File: config.mk
export PLATFORM = sky130hd
export DESIGN_NAME = data_memory_bytelane
export DESIGN_NICKNAME = d
export VERILOG_FILES = /design/src/rtl/data_memory_bytelane.sv
export SDC_FILE = /design/constraint.sdc
export NUM_CORES = 1
export LEC_CHECK = 0
export CORE_ASPECT_RATIO = 1.75
export CORE_UTILIZATION = 50
export DETAILED_ROUTE_END_ITERATION = 12
export MAX_ROUTING_LAYER = met4
export PLACE_DENSITY_LB_ADDON = 0.15
export SLEW_MARGIN = 25
export SYNTH_ARGS = -nofsm -noshare
export SYNTH_HDL_FRONTEND = slang
export SYNTH_SLANG_ARGS = --single-unit
File: constraint.sdc
create_clock -name clk -period 4.9 [get_ports clk]
set_input_delay 0.98 -clock clk [delete_from_list [all_inputs] [get_ports clk]]
set_output_delay 0.98 -clock clk [all_outputs]
set_load 0.05 [all_outputs]
File: src/rtl/data_memory_bytelane.sv
// Byte-addressable little-endian data memory for the RV32I load/store unit.
// Combinational loads, byte-lane stores, fault decode, post-reset clearing sweep.
module data_memory_bytelane #(
  parameter int    DEPTH_WORDS    = 32,
  parameter bit    CLEAR_ON_RESET = 1'b1,
  parameter string INIT_FILE      = "",
  parameter int    ERR_W          = 8
) (
  input  logic             clk,
  input  logic             reset,
  input  logic             we,
  input  logic             re,
  input  logic [31:0]      addr,
  input  logic [2:0]       funct3,
  input  logic [31:0]      wdata,
  output logic [31:0]      rdata,
  output logic             misaligned,
  output logic             out_of_range,
  output logic             busy,
  output logic [ERR_W-1:0] err_count
);

  localparam int AW = $clog2(DEPTH_WORDS);

  typedef enum logic {CLEAR, READY} state_t;

  state_t            state_q, state_d;
  logic [AW-1:0]     clr_ptr_q, clr_ptr_d;
  logic [ERR_W-1:0]  err_count_q, err_count_d;

  logic [31:0]       mem [DEPTH_WORDS];

  logic              access;
  logic              is_half;
  logic              is_word;
  logic              f3_illegal;
  logic              fault;
  logic              do_store;
  logic [AW-1:0]     word_idx;
  logic [1:0]        lane;
  logic [31:0]       rd_word;
  logic [7:0]        rd_byte;
  logic [15:0]       rd_half;
  logic [3:0]        be;
  logic [31:0]       wd;

  assign word_idx = addr[AW+1:2];
  assign lane     = addr[1:0];
  assign busy     = (state_q == CLEAR);

  always_comb begin
    access     = (we | re) & (state_q == READY);
    is_half    = (funct3[1:0] == 2'b01);
    is_word    = (funct3[1:0] == 2'b10);
    // 011/110/111 are never legal; the unsigned forms 100/101 have no store meaning.
    f3_illegal = (funct3 == 3'b011) | (funct3[2:1] == 2'b11) | (we & funct3[2]);
    misaligned = access & (f3_illegal | (is_half & addr[0]) | (is_word & (lane != 2'b00)));
    // Any set bit above the array span faults, so high addresses never alias.
    out_of_range = access & ((addr >> (AW + 2)) != 32'd0);
    fault      = misaligned | out_of_range;
    do_store   = we & access & ~fault;
  end

  always_comb begin
    rd_word = mem[word_idx];
    rd_byte = 8'(rd_word >> {lane, 3'b000});
    rd_half = addr[1] ? rd_word[31:16] : rd_word[15:0];
    rdata   = 32'd0;
    if (re & access & ~fault) begin
      case (funct3)
        3'b000:  rdata = {{24{rd_byte[7]}}, rd_byte};
        3'b100:  rdata = {24'd0, rd_byte};
        3'b001:  rdata = {{16{rd_half[15]}}, rd_half};
        3'b101:  rdata = {16'd0, rd_half};
        3'b010:  rdata = rd_word;
        default: rdata = 32'd0;
      endcase
    end
  end

  always_comb begin
    be = 4'b0000;
    wd = wdata;
    case (funct3[1:0])
      2'b00: begin
        be = 4'b0001 << lane;
        wd = {4{wdata[7:0]}};
      end
      2'b01: begin
        be = addr[1] ? 4'b1100 : 4'b0011;
        wd = {2{wdata[15:0]}};
      end
      2'b10:   be = 4'b1111;
      default: be = 4'b0000;
    endcase
    if (!do_store) be = 4'b0000;
  end

  // Array has no reset of its own; the sweep is the only way it gets cleared.
  always_ff @(posedge clk) begin
    if (state_q == CLEAR) begin
      mem[clr_ptr_q] <= 32'd0;
    end else begin
      for (int i = 0; i < 4; i++) begin
        if (be[i]) mem[word_idx][i*8 +: 8] <= wd[i*8 +: 8];
      end
    end
  end

  always_comb begin
    state_d     = state_q;
    clr_ptr_d   = clr_ptr_q;
    err_count_d = err_count_q;
    case (state_q)
      CLEAR: begin
        clr_ptr_d = clr_ptr_q + AW'(1);
        if (clr_ptr_q == AW'(DEPTH_WORDS - 1)) state_d = READY;
      end
      READY:   state_d = READY;
      default: state_d = READY;
    endcase
    if (fault && (err_count_q != {ERR_W{1'b1}})) err_count_d = err_count_q + ERR_W'(1);
  end

  always_ff @(posedge clk or posedge reset) begin
    if (reset) begin
      if (CLEAR_ON_RESET) state_q <= CLEAR;
      else                state_q <= READY;
      clr_ptr_q   <= '0;
      err_count_q <= '0;
    end else begin
      state_q     <= state_d;
      clr_ptr_q   <= clr_ptr_d;
      err_count_q <= err_count_d;
    end
  end

  assign err_count = err_count_q;

endmodule
### Word level (Yosys, flattened, before mapping)

Memories as Yosys holds them, arrays and structs flattened.
Cells that the tools add are included.

* memories: 1
* bits in read-only memories: 0
* flip-flop bits (word level): 14
* memory bits (writable): 1024
* word-level logic and storage cells: 67
* output and inout bits: 43
* latch bits: 0
* input port bits: 71

* bitwise operators: 18
* equal/unequal tests: 10
* $add $sub $neg: 2
* div/mod/pow operators: 0
* magnitude comparators: 0
* muxes and demuxes: 25
* multiply operators: 0
* shifts and indexed selects: 2
* reductions and logical operators: 6

Memories
* mem: words 32, bits a word 32, read ports 1, clocked after Yosys merged registers in 0, wr ports 1, RTL line 31 `logic [31:0] mem [DEPTH_WORDS];`

Operators by type and width (number)
* $pmux W32 S5: 1
* $mux W32: 2
* $pmux W32 S2: 1
* $reduce_bool A32 Y1: 1
* $reduce_or A32 Y1: 1
* $shr A32 B5 Y8: 1
* $mux W16: 1
* $mux W1: 14
* $mux W4: 3
* $pmux W4 S3: 1
* $and A1 B1 Y1: 10
* $add A8 B1 Y8 const B: 1
* $ne A8 B8 Y1 const B: 1
* $eq A3 B2 Y1 const B: 2
* $eq A3 B3 Y1 const B: 2
* $or A1 B1 Y1: 6
* $add A5 B1 Y5 const B: 1
* $eq A5 B5 Y1 const B: 1
* $mux W5: 1
* $eq A2 B2 Y1 const B: 2
* $shl A1 B2 Y4 const A: 1
* $eq A3 B1 Y1 const B: 1
* $logic_not A3 Y1: 1
* $eq A2 B1 Y1 const B: 1
* 5 further kinds: 6

### Longest topological paths before layout

* depth in word-level cells: 15
* depth in mapped cells: 12

### Worst setup path after synthesis

No wires, ideal clock.

* kind: input to output
* start point: in addr[4]
* end point: out rdata[12]
* buffers on the path: 3
* arrival: 3.695 ns
* path slack: 0.225 ns
* stages on the path: 9
* cells stage by stage: buf_2 -> clkinv_1 -> buf_2 -> buf_1 -> nand2_1 -> and3_1 -> a211oi_1 -> a21oi_1 -> o21ai_0

* cells in the longest elaborated chain, start to end: 4
* elaborated cells on any way between the ends: 5

Ends and longest elaborated chain
* start, declared: RTL line 13 `input logic [31:0] addr,`
* $mem_v2 Z32 W32 (*)
* $shr A32 B5 Y8 or $mux W16 (tied branches): RTL line 66, 67
* $pmux W32 S5 (*): RTL line 70 `case (funct3)`
* $mux W32 (*): RTL line 69 `if (re & access & ~fault) begin`
* end, declared: RTL line 16 `output logic [31:0] rdata,`

Mark *: on every way between the ends. The rest lies on a longest branch, timed or not.

### Final worst setup path

* start point: in addr[6]
* end point: out rdata[13]

Same word-level chain as after synthesis.

==> impl_metrics.tcl <==
set metrics [dict create \
    slew_viol_final 0 \
    hold_violations 0 \
    cp_slowest_stage_delay_ps 680 \
    firstDrtPassIters 6 \
    arrival_ps 3860 \
    pin_count 114 \
    period_share_pct 98.71 \
    maxCapViolations 0 \
    wl_mm 106.5 \
    ys.warnings.count 0 \
    vias_per_cell 6.059 \
    grt_pass1_vias 22980 \
    cts-htree-levels 3 \
    start_util_pct 50.47 \
    use_met3_pct 3.543 \
    cts.path.max_buffers 3 \
    tightest_slew_ps 1003 \
    die_area_um2 85200 \
    ys_seq_elements 1038 \
    fin_worst_skew_ps 23.91 \
    postCtsSetupBuffers 0 \
    num_vias 22260 \
    drt_iter0_drc 2196 \
    dp.final_hpwl_mm 72.82 \
    p_leak_nw 18.92 \
    die_x_um 221.1 \
    grt_pass1_wl_mm 155.6 \
    syn_nets 2242 \
    finalNetCount 2610 \
    cts_root_buf "clkbuf_16" \
    syn-cell-area_um2 42000 \
    ant_nets 0 \
    met2_usage_pct 45.38 \
    num_rows 140 \
    cts_tree "built" \
    placed_cell_area_um2 46250 \
    final_area_um2 49210 \
    path_clk_slew_ps 60 \
    core-area_um2 83200 \
    grt_use_total_pct 26.27 \
    ys.flop_type "edfxtp_1" \
    min_from "err_count[5]$_DFFE_PP0P_" \
    antenna_found_initial 0 \
    critPathRequiredTime_ps 3920 \
    use_met1_pct 32.23 \
    slew-limit-headroom_pct 32.70 \
    r2r_end "mem[19][22]$_DFFE_PP_" \
    reg2reg_from "state_q$_DFF_PP0_" \
    final_core_util_pct 59.14 \
    outcome "complete, no violations" \
    cts_resized 1 \
    critical_path_class "input pin to output pin" \
    postCtsHoldBufs 0 \
    r2r_cells 7 \
    cts_buffers 91 \
    p_per_area_nw_per_um2 359.4 \
    cts_sinks 1038 \
    die_h_um 385.4 \
    gp_congestion 0.8948 \
    grt_max_degree 62 \
    grt-ovfl-total 0 \
    busiest_layer "met2" \
    synth_cells 2168 \
    diodes 0 \
    drc 0 \
    synth_cell_types 56 \
    crit_top_cell "buf_4" \
    ir_drop_mv 0.2967 \
    worstPathMaxFanout 9 \
    hold_path_class "flop to flop" \
    period_needed_ps 4837 \
    r2r_slack_ps 1310 \
    rsz0062_at_grt "false" \
    path_cells "clkdlybuf4s50_1 > buf_4 > nor2b_2 > buf_4 > a32o_1 > a211oi_1 > buf_4 > a21oi_1 > o21ai_0 > buf_4" \
    synth_edf_count 1024 \
    async_flop_share_pct 1.349 \
    hold_end "err_count[5]$_DFFE_PP0P_" \
    critPathCaptureType "output pin" \
    drive_gt1_share_pct 30.05 \
    wl_per_cell_um 29.00 \
    fmax_mhz 206.7 \
    area_growth_pct 17.17 \
    seq_area_frac_synth_pct 74.05 \
    syn_area_per_cell_um2 19.37 \
    worstHoldPathCells 1 \
    io_buffers 113 \
    setup_viol 0 \
    critPathSlowestCell "clkdlybuf4s50_1" \
    clock_latency_ps 690 \
    cp-start-kind "input pin" \
]
[worst max path at each step]
stage,to,depth (start not counted),from
2_1_floorplan,rdata[12],9,addr[4]
3_3_place_gp,rdata[25],10,addr[5]
3_5_place_dp,rdata[25],10,addr[5]
4_1_cts,rdata[25],12,addr[2]
5_1_grt,rdata[0],11,addr[6]
6_report,rdata[13],10,addr[6]
[registers in the layout (all words and copies together) (netlist names)]
register,cells
err_count,8
clr_ptr_q,5
state_q,1
mem,1024
[per-stage QoR]
step	setup TNS (ps)	cells	setup WS, ps	hold WS [ps]	total power, W
finish	0	3674	63.00	510.2	0.01769
global route	0	3674	31.07	560.4	0.01817
CTS	0	3674	58.18	519.3	0.01780
detailed placement	-7.820	3508	-7.820	507.8	0.01074
global placement	0	3508	30.69	500.1	0.01073
floorplan	0	2168	225.0	530.6	0.01036
[power breakdown]
| part | leakage, nW | internal, W | switching (W) | total, W |
|---|---|---|---|---|
| combinational | 5.51 | 0.000367 | 0.000527 | 0.000894 |
| clock | 1.46 | 0.00389 | 0.00325 | 0.00714 |
| sequential | 11.9 | 0.00962 | 0.0000313 | 0.00965 |
[per-layer routing]
| metal | vias up | wire length (um) | part of all wire [%] |
|---|---|---|---|
| met4 | 0 | 2936 | 2.8 |
| met5 | - | 0 | 0 |
| met2 | 825 | 56540 | 53 |
| met3 | 147 | 6131 | 5.8 |
| li1 | 9547 | - | - |
| met1 | 11740 | 40940 | 38 |
[layout by cell type (no fill, tap or decap), types with 5 or more instances in the layout]
| cell | count |
|---|---|
| a211oi_1 | 14 |
| a21oi_1 | 44 |
| a21oi_2 | 8 |
| a22oi_1 | 47 |
| a32o_1 | 28 |
| a32oi_1 | 7 |
| and2_1 | 5 |
| and3_1 | 24 |
| buf_12 | 23 |
| buf_4 | 298 |
| bufinv_16 | 7 |
| clkbuf_1 | 14 |
| clkbuf_16 | 92 |
| clkdlybuf4s50_1 | 76 |
| clkinv_1 | 10 |
| clkinv_2 | 25 |
| clkinv_4 | 7 |
| dfrtp_1 | 14 |
| edfxtp_1 | 1024 |
| inv_1 | 10 |
| mux2i_1 | 136 |
| mux4_2 | 231 |
| nand2_1 | 129 |
| nand2_4 | 12 |
| nand2b_1 | 8 |
| nand3_1 | 20 |
| nor2_1 | 153 |
| nor2_2 | 18 |
| nor3_1 | 16 |
| nor4_1 | 5 |
| nor4_2 | 5 |
| o21ai_0 | 9 |
| xnor2_1 | 9 |
[worst max-delay path, delay by kind of cell]
| kind | cells | cell delay (ps) |
|---|---|---|
| buffers and inverters | 5 | 1660 |
| AND/OR/NAND/NOR | 1 | 150 |
| AO/OA/AOI/OAI | 4 | 1050 |
[synthesized netlist by cell type, types with 7 or more instances]
cell	n	area share, %
dfrtp_1	14	0.83
nand2_1	129	1.2
nor2b_1	8	0.12
o21ai_0	9	0.11
mux2i_1	136	3.2
clkbuf_1	43	0.38
buf_6	10	0.27
a211oi_1	14	0.25
edfxtp_1	1024	73
nor2_1	171	1.5
a32o_1	28	0.67
a22oi_1	47	0.84
buf_2	36	0.43
and3_1	24	0.36
nor3_1	16	0.19
nand2b_1	9	0.13
nand3_1	20	0.24
mux4_2	231	12
a32oi_1	7	0.15
xnor2_1	9	0.19
inv_1	10	0.089
buf_4	23	0.41
buf_1	13	0.12
a21oi_1	52	0.62
nand2_4	12	0.32
[layout make-up]
class                           count  area (um2)
Clock buffer                      108        2382
Fill cell                        6068       34000
Clock inverter                     58       566.8
Multi-Input combinational cell    993       10290
Tap cell                         1065        1333
Timing Repair Buffer              401        3495
Sequential cell                  1038       31100
Inverter                           11       43.79
[kinds of logic (layout without fill, tap and decap cells)]
| logic type | after synthesis | in the layout | synth area share, % |
|---|---|---|---|
| flops | 1038 | 1038 | 74.05 |
| xor+xnor | 10 | 10 | 0.2086 |
| compound gates | 181 | 181 | 3.387 |
| mux | 370 | 370 | 15.71 |
| simple gates | 429 | 429 | 4.832 |
| buf+inv | 137 | 578 | 1.719 |
| fa+ha+maj | 3 | 3 | 0.08939 |
Power figures use the tool's default switching activity.
